**src/rtl/fft_frame_ctrl_if.sv**
```systemverilog
// Input sample stream and output bin stream of the FFT frame sequencer.
// slave = the sequencer side, master = the source/sink side.
interface fft_frame_ctrl_if #(
    parameter int IWIDTH = 12,
    parameter int OWIDTH = 19,
    parameter int LGN    = 12
);
    logic                  s_valid;
    logic                  s_ready;
    logic [2*IWIDTH-1:0]   s_left;
    logic [2*IWIDTH-1:0]   s_right;
    logic                  m_valid;
    logic                  m_ready;
    logic [2*OWIDTH-1:0]   m_left;
    logic [2*OWIDTH-1:0]   m_right;
    logic [LGN-1:0]        m_bin;
    logic                  m_last;

    modport slave (
        input  s_valid, s_left, s_right, m_ready,
        output s_ready, m_valid, m_left, m_right, m_bin, m_last
    );

    modport master (
        output s_valid, s_left, s_right, m_ready,
        input  s_ready, m_valid, m_left, m_right, m_bin, m_last
    );
endinterface

```
**src/rtl/fft_frame_ctrl.sv**
```systemverilog
// Frame sequencer for a 2-sample/clock FFT core: owns core reset and clock enable.
// Optional FFT_FRAME_CTRL_LATCNT_EN adds o_latency (ce-cycles from LOAD entry to first output beat).
module fft_frame_ctrl #(
    parameter int IWIDTH  = 12,
    parameter int OWIDTH  = 19,
    parameter int LGN     = 12,
    parameter int MAX_LAT = 16384
) (
    input  logic                i_clk,
    input  logic                i_reset_n,
    input  logic                i_start,
    input  logic                i_abort,
    fft_frame_ctrl_if.slave     strm,
    output logic                o_fft_reset,
    output logic                o_fft_ce,
    output logic [2*IWIDTH-1:0] o_fft_left,
    output logic [2*IWIDTH-1:0] o_fft_right,
    input  logic [2*OWIDTH-1:0] i_fft_left,
    input  logic [2*OWIDTH-1:0] i_fft_right,
    input  logic                i_fft_sync,
    output logic                o_busy,
    output logic                o_done,
`ifdef FFT_FRAME_CTRL_LATCNT_EN
    output logic [15:0]         o_latency,
`endif
    output logic                o_timeout
);
    localparam int             LW       = $clog2(MAX_LAT + 1);
    localparam logic [LGN-2:0] CNT_LAST = '1;
    localparam logic [LW-1:0]  LAT_LAST = LW'(MAX_LAT - 1);

    typedef enum logic [1:0] {IDLE, LOAD, FLUSH} state_t;

    state_t         state;
    logic [LGN-2:0] in_cnt;
    logic [LGN-2:0] out_cnt;
    logic [LW-1:0]  lat_cnt;
    logic           out_phase;
    logic           out_active;
    logic           adv;
    logic           flow;
    logic           in_xfer;
    logic           out_xfer;
    logic           in_load;

    // The core only advances when the sink can take whatever it presents.
    assign in_load    = (state == LOAD);
    assign out_active = out_phase || i_fft_sync;
    assign adv        = (in_load && strm.s_valid) || (state == FLUSH);
    assign flow       = !out_active || strm.m_ready;
    assign o_fft_ce   = adv && flow;
    assign strm.s_ready = in_load && flow;
    assign strm.m_valid = out_active && adv;
    assign in_xfer    = strm.s_valid && strm.s_ready;
    assign out_xfer   = strm.m_valid && strm.m_ready;

    assign o_fft_reset = (state == IDLE);
    assign o_fft_left  = in_load ? strm.s_left  : '0;
    assign o_fft_right = in_load ? strm.s_right : '0;

    assign strm.m_left  = i_fft_left;
    assign strm.m_right = i_fft_right;
    assign strm.m_bin   = {out_cnt, 1'b0};
    assign strm.m_last  = (out_cnt == CNT_LAST);
    assign o_busy       = (state != IDLE);

    always_ff @(posedge i_clk) begin
        if (!i_reset_n) begin
            state     <= IDLE;
            in_cnt    <= '0;
            out_cnt   <= '0;
            lat_cnt   <= '0;
            out_phase <= 1'b0;
            o_done    <= 1'b0;
            o_timeout <= 1'b0;
`ifdef FFT_FRAME_CTRL_LATCNT_EN
            o_latency <= '0;
`endif
        end else begin
            o_done <= 1'b0;
            if (state == IDLE) begin
                if (i_start && !i_abort) begin
                    state     <= LOAD;
                    in_cnt    <= '0;
                    out_cnt   <= '0;
                    lat_cnt   <= '0;
                    out_phase <= 1'b0;
                    o_timeout <= 1'b0;
`ifdef FFT_FRAME_CTRL_LATCNT_EN
                    o_latency <= '0;
`endif
                end
            end else if (i_abort) begin
                state <= IDLE;
            end else begin
                if (in_xfer) begin
                    in_cnt <= in_cnt + 1'b1;
                    if (in_cnt == CNT_LAST)
                        state <= FLUSH;
                end
                // Late syncs are ignored once the output phase has begun.
                if (out_xfer) begin
                    out_cnt   <= out_cnt + 1'b1;
                    out_phase <= 1'b1;
`ifdef FFT_FRAME_CTRL_LATCNT_EN
                    if (!out_phase)
                        o_latency <= 16'(lat_cnt);
`endif
                    if (strm.m_last) begin
                        state  <= IDLE;
                        o_done <= 1'b1;
                    end
                end
                if (o_fft_ce && !out_active) begin
                    if (lat_cnt == LAT_LAST) begin
                        o_timeout <= 1'b1;
                        state     <= IDLE;
                    end else begin
                        lat_cnt <= lat_cnt + 1'b1;
                    end
                end
            end
        end
    end
endmodule

```
**src/flat_wrapper.sv**
```systemverilog
// flat-port wrapper written by rule: the top's interface ports become plain ports
module fft_frame_ctrl_flat 
#(
    parameter int IWIDTH  = 12,
    parameter int OWIDTH  = 19,
    parameter int LGN     = 12,
    parameter int MAX_LAT = 16384
)
  (i_clk, i_reset_n, i_start, i_abort, o_fft_reset, o_fft_ce, o_fft_left, o_fft_right, i_fft_left, i_fft_right, i_fft_sync, o_busy, o_done, o_timeout, strm_s_valid, strm_s_left, strm_s_right, strm_m_ready, strm_s_ready, strm_m_valid, strm_m_left, strm_m_right, strm_m_bin, strm_m_last);
  fft_frame_ctrl_if #(.IWIDTH(IWIDTH), .OWIDTH(OWIDTH), .LGN(LGN)) strm_i ();
  input  logic i_clk;
  input  logic i_reset_n;
  input  logic i_start;
  input  logic i_abort;
  output logic o_fft_reset;
  output logic o_fft_ce;
  output logic [2*IWIDTH-1:0] o_fft_left;
  output logic [2*IWIDTH-1:0] o_fft_right;
  input  logic [2*OWIDTH-1:0] i_fft_left;
  input  logic [2*OWIDTH-1:0] i_fft_right;
  input  logic i_fft_sync;
  output logic o_busy;
  output logic o_done;
  output logic o_timeout;
  input wire logic [$bits(strm_i.s_valid)-1:0] strm_s_valid;
  input wire logic [$bits(strm_i.s_left)-1:0] strm_s_left;
  input wire logic [$bits(strm_i.s_right)-1:0] strm_s_right;
  input wire logic [$bits(strm_i.m_ready)-1:0] strm_m_ready;
  output wire logic [$bits(strm_i.s_ready)-1:0] strm_s_ready;
  output wire logic [$bits(strm_i.m_valid)-1:0] strm_m_valid;
  output wire logic [$bits(strm_i.m_left)-1:0] strm_m_left;
  output wire logic [$bits(strm_i.m_right)-1:0] strm_m_right;
  output wire logic [$bits(strm_i.m_bin)-1:0] strm_m_bin;
  output wire logic [$bits(strm_i.m_last)-1:0] strm_m_last;
  assign strm_i.s_valid = strm_s_valid;
  assign strm_i.s_left = strm_s_left;
  assign strm_i.s_right = strm_s_right;
  assign strm_i.m_ready = strm_m_ready;
  assign strm_s_ready = strm_i.s_ready;
  assign strm_m_valid = strm_i.m_valid;
  assign strm_m_left = strm_i.m_left;
  assign strm_m_right = strm_i.m_right;
  assign strm_m_bin = strm_i.m_bin;
  assign strm_m_last = strm_i.m_last;
  fft_frame_ctrl #(.IWIDTH(IWIDTH), .OWIDTH(OWIDTH), .LGN(LGN), .MAX_LAT(MAX_LAT)) u_core (.i_clk(i_clk), .i_reset_n(i_reset_n), .i_start(i_start), .i_abort(i_abort), .strm(strm_i), .o_fft_reset(o_fft_reset), .o_fft_ce(o_fft_ce), .o_fft_left(o_fft_left), .o_fft_right(o_fft_right), .i_fft_left(i_fft_left), .i_fft_right(i_fft_right), .i_fft_sync(i_fft_sync), .o_busy(o_busy), .o_done(o_done), .o_timeout(o_timeout));
endmodule
```
**config.mk**
```make
export PLATFORM = sky130hd
export DESIGN_NAME = fft_frame_ctrl_flat
export DESIGN_NICKNAME = d
export VERILOG_FILES = /design/src/rtl/fft_frame_ctrl_if.sv /design/src/rtl/fft_frame_ctrl.sv /design/src/flat_wrapper.sv
export SDC_FILE = /design/constraint.sdc
export NUM_CORES = 1
export LEC_CHECK = 0
export CAP_MARGIN = 20
export CELL_PAD_IN_SITES_DETAIL_PLACEMENT = 1
export CELL_PAD_IN_SITES_GLOBAL_PLACEMENT = 1
export CORE_UTILIZATION = 21
export CTS_CLUSTER_SIZE = 20
export DETAILED_ROUTE_END_ITERATION = 16
export PLACE_DENSITY_LB_ADDON = 0.08
export SYNTH_ARGS = -nofsm -noshare
export SYNTH_HDL_FRONTEND = slang
export SYNTH_SLANG_ARGS = --single-unit
```
**constraint.sdc**
```tcl
create_clock -name i_clk -period 2.7 [get_ports i_clk]
set_clock_uncertainty 0.1 [all_clocks]
set_input_delay 0.54 -clock i_clk [delete_from_list [all_inputs] [get_ports i_clk]]
set_output_delay 0.54 -clock i_clk [all_outputs]
set_load 0.02 [all_outputs]
```
* Word level (Yosys, flattened, before mapping) *
Cells that the tools add are included.
W data, S select, Z words.

word-level totals
  register bits = 42
  word-level logic and storage cells = 76
  bits in writable memories = 0
  bits in latches = 0
  bits of input ports = 131
  memory bits (read-only) = 0
  output and inout bits = 144
  memories = 0

cells by class
  $lt $le $gt $ge = 0
  shifts and indexed selects = 0
  multiplexer cells = 32
  bitwise operators = 2
  div/mod/pow operators = 0
  reduce and logical (&&, ||, !) cells = 24
  add/sub/neg operators = 3
  multipliers = 0
  eq/ne operators = 8

operators with widths
  kind                     number
  $mux W11                 7
  $mux W15                 5
  $mux W24                 2
  $add A11 B1 Y11 const B  2
  $eq A11 B11 Y1 const B   2
  $mux W2                  9
  $add A15 B1 Y15 const B  1
  $eq A15 B14 Y1 const B   1
  $reduce_bool A2 Y1       5
  $mux W1                  9
  $logic_and A1 B1 Y1      8
  $reduce_and A4 Y1        2
  $reduce_and A3 Y1        2
  $ne A2 B1 Y1 const B     2
  $reduce_or A4 Y1         1
  $logic_or A1 B1 Y1       3
  $eq A2 B1 Y1 const B     1
  $eq A2 B2 Y1 const B     1
  $logic_not A1 Y1         2
  $logic_not A2 Y1         1
  $ne A2 B2 Y1 const B     1
  $not A1 Y1               2

* Longest topological paths before layout *
Gate-level depths: netlist of run 1.

  depth in word-level cells = 12
  depth in mapped cells = 8
  gate-level depth less buffers = 6

* Worst setup path after synthesis of run 1 *
No wires, ideal clock.

  path kind = register -> output
  from = register u_core.out_cnt[0]
  to = output strm_m_last
  stages on the path, launching flop included = 6
  path buffers = 0
  data required time = 2.060 ns
  arrival time = 1.592 ns
  setup slack = 0.468 ns
  path through = dfxtp_1 -> ha_1 -> nand3_1 -> nor3_1 -> nand4_1 -> inv_1

on the way
  longest elaborated chain between the ends = 1

ends and longest elaborated chain
  element                 line                   RTL
  start, declared         fft_frame_ctrl.sv:36   logic [LGN-2:0] out_cnt;
  start signal, assigned  fft_frame_ctrl.sv:103  out_cnt <= out_cnt + 1'b1;
  $eq A11 B11 Y1          fft_frame_ctrl.sv:64   assign strm.m_last = (out_cnt == CNT_LAST);
  end, declared           flat_wrapper.sv:34     output wire logic [$bits(strm_i.m_last)-1:0] strm_m_last;

Every way passes these cells.

* Worst setup path after layout of run 1 *
  from = register u_core.state[1]
  to = output o_fft_left[17]

on the way
  longest elaborated chain between the ends = 2

ends and longest elaborated chain
  element                 line                  RTL
  start, declared         fft_frame_ctrl.sv:34  state_t state;
  start signal, assigned  fft_frame_ctrl.sv:69  state <= IDLE;
  start signal, assigned  fft_frame_ctrl.sv:83  state <= LOAD;
  start signal, assigned  fft_frame_ctrl.sv:94  state <= IDLE;
  $eq A2 B1 Y1            fft_frame_ctrl.sv:47  assign in_load = (state == LOAD);
  $mux W24                fft_frame_ctrl.sv:58  assign o_fft_left = in_load ? strm.s_left : '0;
  end, declared           flat_wrapper.sv:17    output logic [2*IWIDTH-1:0] o_fft_left;

Every way passes these cells.

==> results of run 1 <==
==> logic make-up after synthesis <==
| group | synth area share, % |
|---|---|
| AOI/OAI and AO/OA | 14.06 |
| xor gates and xnor gates | 1.957 |
| adders and majority gates | 1.198 |
| buffers and inverters | 21.65 |
| DFF | 26.84 |
| muxes | 0.3195 |
| other | 0.1197 |
| and+or+nand+nor | 33.87 |
==> stage by stage <==
stage	setup TNS [ps]	hold slack, ps
floorplan	0	339.8
global placement	-37.91	358.2
detailed placement	-29.23	366.8
CTS	0	378.2
global route	0	405.9
finish	0	374.3
==> final cells by class <==
| type | instances | area share (%) |
|---|---|---|
| Sequential cell | 42 | 19.64 |
| Tap cell | 184 | 5.369 |
| Clock inverter | 3 | 0.9338 |
| Multi-Input combinational cell | 265 | 37.76 |
| Clock buffer | 5 | 2.918 |
| Timing Repair Buffer | 146 | 32.94 |
| Inverter | 5 | 0.4377 |
==> critical path, stage by stage, from the launching register on <==
cell and delay [ps]:
dfxtp_1 380, and2b_1 270, buf_12 200, and2_1 160
clkdlybuf4s50_1 640
==> synth_stat cells (3+ instances only) <==
library cell,count
o21ai_0,21
nor4_1,4
and4_1,6
nand3b_1,5
dfxtp_1,42
nor3_1,14
nand4_1,8
ha_1,3
and3_1,8
xnor2_1,5
nand2_1,22
a31oi_1,4
nand4b_1,4
and2_1,52
nor2_1,28
clkbuf_1,8
nand3_1,14
buf_4,79
a21oi_1,25
buf_2,5
inv_1,4
or3_1,7
==> layer usage <==
layer  part of all wire (%)  vias up
met4                    1.9        4
li1                       -     1440
met5                   0.19        -
met2                     42      114
met3                    9.8       26
met1                     46     1423
==> placed cells by master (no fill, tap or decap), types with 5 or more instances in the layout <==
cell type        instances
xnor2_1                  5
nand4_1                  8
nor2_1                  28
clkdlybuf4s50_1        116
and2_1                  52
and3_1                   8
clkbuf_16                5
nand3_1                 14
nand3b_1                 5
dfxtp_1                 41
buf_4                   24
or3_1                    7
nor3_1                  13
o21ai_0                 21
nand2_1                 22
and4_1                   6
a21oi_1                 25
==> where the power goes <==
group | leakage, nW | total, mW | switching, mW | internal (mW)
combinational | 1.15 | 0.307 | 0.144 | 0.162
sequential | 0.339 | 0.623 | 0.00231 | 0.621
clock | 0.0836 | 0.694 | 0.261 | 0.433
==> state kept, by name, summed over array words and instances (netlist names) <==
name and count:
u_core.state 2, u_core.o_done 1, u_core.out_phase 1, u_core.in_cnt 11
u_core.out_cnt 11, u_core.o_timeout 1, u_core.lat_cnt 15
==> path summary, 6_finish.rpt <==
| path | end | depth (start not counted) |
|---|---|---|
| worst max-delay path | o_fft_left[17] | 4 |
| worst min-delay path | u_core.lat_cnt[6] | 2 |
| worst max register to register | u_core.in_cnt[8] | 6 |
| worst min register to register | u_core.lat_cnt[6] | 2 |
==> timing repair <==
item,in CTS,in global routing
setup buffers,0,0
resized for setup,4,3
setup endpoints to repair,3,34
==> results_dict.tcl, run 1 <==
set metrics [dict create \
    r2r_slack_ps 560 \
    vias 3007 \
    start_util_pct 21.56 \
    dp_hpwl_mm 9.627 \
    fin_crit_ps 2596 \
    startpoint "u_core.state[1]" \
    worst_hold_path_type "reg2reg" \
    async_reset_ff_share_pct 0 \
    finalWorstSetupSlack_ps 103.9 \
    synth_nets 539 \
    ys_types 49 \
    grt.overflow.total 0 \
    grt_util_met2_pct 21.69 \
    cts_buffers 5 \
    r2r_start "u_core.state[1]" \
    fill_cells 1739 \
    grt_pass1_wl_mm 17.54 \
    avgViaCountPerCell 4.626 \
    synthFlopType "dfxtp_1" \
    slew_viol_final 0 \
    die_area_sq_um 15410 \
    crit_arrival_ps 1960 \
    path_clk_slew_ps 60 \
    worst_pin_slew_ps 649.3 \
    hold_violations 0 \
    layout-drive-gt1-share_pct 9.871 \
    dr.pass1.iters 4 \
    clock-root-buffer "clkbuf_16" \
    holdCritStartpoint "u_core.lat_cnt[6]" \
    area_growth_pct 36.86 \
    yosysSeqAreaShare_pct 26.84 \
    ir_drop_uv 333.0 \
    place_congestion 0.7118 \
    grt_max_degree 51 \
    syn_inst 405 \
    rsz0062_at_grt "no" \
    diodes 0 \
    clk_path_buf_depth 2 \
    die_w_um 124.1 \
    clk_latency_ps 290 \
    drt-initial-drc-count 112 \
    synth_edf_count 0 \
    core_sq_um 14530 \
    leakage_nw 1.574 \
    cts_tree "yes" \
    critPathLaunchType "register" \
    finalCritPeriodShare_pct 96.15 \
    grt-busiest-layer "met2" \
    p_total_mw 1.624 \
    endpoint_kind "output pin" \
    ys.warnings.count 0 \
    ant_nets 0 \
    synthTopCellsByArea "dfxtp_1 (27%), buf_4 (19%), and2_1 (10%)" \
    cts_sinks 42 \
    yosysTopAreaCellShare_pct 26.84 \
    slew-limit-headroom_pct 56.71 \
    gr-usage-met1_pct 20.06 \
    antenna_found_initial 2 \
    maxCapViolCount 0 \
    grt_pass1_vias 3011 \
    drt_wl_total_mm 11.80 \
    yosysTopAreaCell "dfxtp_1" \
    syn_area_per_cell_sq_um 7.736 \
    final_nets 599 \
    grtUsageMet3_pct 7.418 \
    dp_slack_ps -24.86 \
    outcome "complete, no violations" \
    place_area_sq_um 4115 \
    power_density_nw_per_um2 378.8 \
    path_class "reg2out" \
    final_area_sq_um 4288 \
    critPathMaxFanout 50 \
    htreeDepth 2 \
    numPortBuffers 121 \
    seqCellArea_sq_um 842.1 \
    holdBufCountCts 0 \
    io_pins 275 \
    final_cell_count_no_fill 650 \
    dp_cells 642 \
    multi_input_comb_area_sq_um 1619 \
    crit_required_ps 2060 \
    post_drt_wl_per_cell_um 18.16 \
    fmax_mhz 385.2 \
    setup_viol 0 \
    fin_util_pct 29.50 \
    die_y_um 124.1 \
    ys_ff_latch 42 \
    grt_use_total_pct 15.18 \
    syn-cell-area_sq_um 3133 \
    route.detailed.drc 0 \
    rows 44 \
]
Note: power is estimated with default switching activity, not from simulation.
==> inputs of run 2 (changes only) <==
Settings changed: CORE_ASPECT_RATIO set to 0.75, CORE_MARGIN set to 1.
==> run 2 against run 1 <==
Compared with the run above:
- sequential cell count unchanged
- via count down 1.1%
- fmax fell by 0.22%
- critical path depth unchanged
- clock power up 1%
- combinational power down 2%
- largest power group unchanged
- routed wire length shrank 5.8%
- clock-buffer cell count grew 1
==> results_dict.tcl, run 2 (synthesis gave the netlist of run 1 again) <==
set metrics [dict create \
    dr.pass1.iters 4 \
    clk_path_buf_depth 2 \
    crit_arrival_ps 1960 \
    post_drt_wl_per_cell_um 16.82 \
    critPathMaxStageDelay_ps 560 \
    hold_violations 0 \
    holdPathStages 2 \
    maxCapViolCount 0 \
    die_area_sq_um 15420 \
    cts_sinks 42 \
    cts_tree "yes" \
    path_class "reg2out" \
    leakage_nw 1.551 \
    fin_util_pct 29.53 \
    io_pins 275 \
    start_util_pct 21.60 \
    grt_use_total_pct 14.18 \
    grt_util_met2_pct 24.11 \
    reg.largest.list "u_core.lat_cnt (15), u_core.in_cnt (11), u_core.out_cnt (11)" \
    slew-limit-headroom_pct 57.63 \
    numPortBuffers 121 \
    dp_hpwl_mm 9.149 \
    cp_slowest_cell "clkdlybuf4s50_1" \
    cts_buffers 5 \
    die_y_um 107.8 \
    ant_nets 0 \
    crit_required_ps 2060 \
    drt-initial-drc-count 72 \
    core_sq_um 14500 \
    finalCritPeriodShare_pct 96.37 \
    antenna_found_initial 0 \
    slew_viol_final 0 \
    fmax_mhz 384.3 \
    final_nets 595 \
    power_density_nw_per_um2 379.8 \
    grt-busiest-layer "met2" \
    outcome "complete, no violations" \
    drt_wl_total_mm 11.12 \
    die_w_um 143.0 \
    place_congestion 0.7226 \
    critPathLaunchType "register" \
    diodes 0 \
    reg2reg_depth 6 \
    grt_pass1_vias 3014 \
    final_cell_count_no_fill 661 \
    gr-usage-met1_pct 16.90 \
    clk_latency_ps 280 \
    fin_crit_ps 2602 \
    dp_cells 654 \
    htreeDepth 2 \
    path_clk_slew_ps 60 \
    crit_chain "and2b_1, buf_12, and2_1, clkdlybuf4s50_1" \
    grt_max_degree 51 \
    vias 2975 \
    endpoint_kind "output pin" \
    area_growth_pct 36.70 \
    grt.overflow.total 0 \
    clock-root-buffer "clkbuf_16" \
    grt_pass1_wl_mm 16.59 \
    critPathMaxFanout 50 \
    mostFrequentLayoutCells "clkdlybuf4s50_1 (117), and2_1 (52), dfxtp_1 (41)" \
    grtUsageMet3_pct 3.603 \
    rsz0062_at_grt "no" \
    layout-drive-gt1-share_pct 8.894 \
    top_register "u_core.lat_cnt" \
    ir_drop_uv 198.3 \
    worst_hold_path_type "reg2reg" \
    route.detailed.drc 0 \
    largest_reg_flops 15 \
    setup_viol 0 \
    final_common_cell "clkdlybuf4s50_1" \
    rows 38 \
    avgViaCountPerCell 4.501 \
    worst_pin_slew_ps 635.6 \
]
run 2: cell types whose count changed in the layout (fill, tap and decap cells not counted), sizes merged:
cell / before / now
buf: 25 / 21
clkinv: 2 / 0
clkbuf: 5 / 6
clkdlybuf4s50: 116 / 117
dlygate4sd2: 3 / 2
run 2: path summary, 6_finish.rpt:
kind | startpoint | to | slack (ps)
worst max-delay path | u_core.state[1] | o_fft_left[5] | 100
worst min-delay path | u_core.lat_cnt[6] | u_core.lat_cnt[6] | 370
worst max register to register | u_core.state[1] | u_core.in_cnt[9] | 550
worst min register to register | u_core.lat_cnt[6] | u_core.lat_cnt[6] | 370
run 2: where the power goes:
group          leakage, nW  internal, mW  switching (mW)
clock network       0.0829         0.457           0.246
registers            0.339         0.621         0.00251
logic                 1.13         0.160           0.141
total                 1.55          1.24           0.389
run 2: repair_timing:
action                     4_1_cts  5_1_grt
setup endpoints to repair        2       40
gates resized for setup          3        3
buffers inserted                 0        0
hold buffers                     0        0
run 2: cell type report:
type,count,area (sq um)
Sequential cell,42,842.1
Tap cell,200,250.2
Clock inverter,1,30.03
Multi-Input combinational cell,265,1619
Fill cell,1734,10220
Timing Repair Buffer,142,1384
Inverter,5,18.77
Clock buffer,6,138.9
run 2: per-layer routing:
metal  wire (um)  vias up  part of all wire [%]
li1            -     1430                     -
met1        4621     1407                    42
met2        5545       99                    50
met3         637       39                   5.7
met4         313        0                   2.8
met5           0        -                     0
run 2: metrics by stage:
| step | hold WS [ps] | power (mW) | setup WS, ps | setup TNS [ps] | area, sq um |
|---|---|---|---|---|---|
| after global routing | 397.1 | 1.700 | 19.11 | 0 | 4283 |
| after global placement | 353.1 | 0.9427 | -47.71 | -47.71 | 4105 |
| after floorplan | 339.8 | 0.9220 | 467.8 | 0 | 3133 |
| after detailed placement | 365.0 | 0.9438 | -101.5 | -101.5 | 4105 |
| final | 366.4 | 1.627 | 98.07 | 0 | 4283 |
| after CTS | 373.7 | 1.657 | 22.71 | 0 | 4277 |
run 2: worst max-delay path: cells and delay by family, from the launching register on:
kind                   cells  cell delay, ps
and+or+nand+nor            2             430
buffers and inverters      2             730
DFF                        1             510
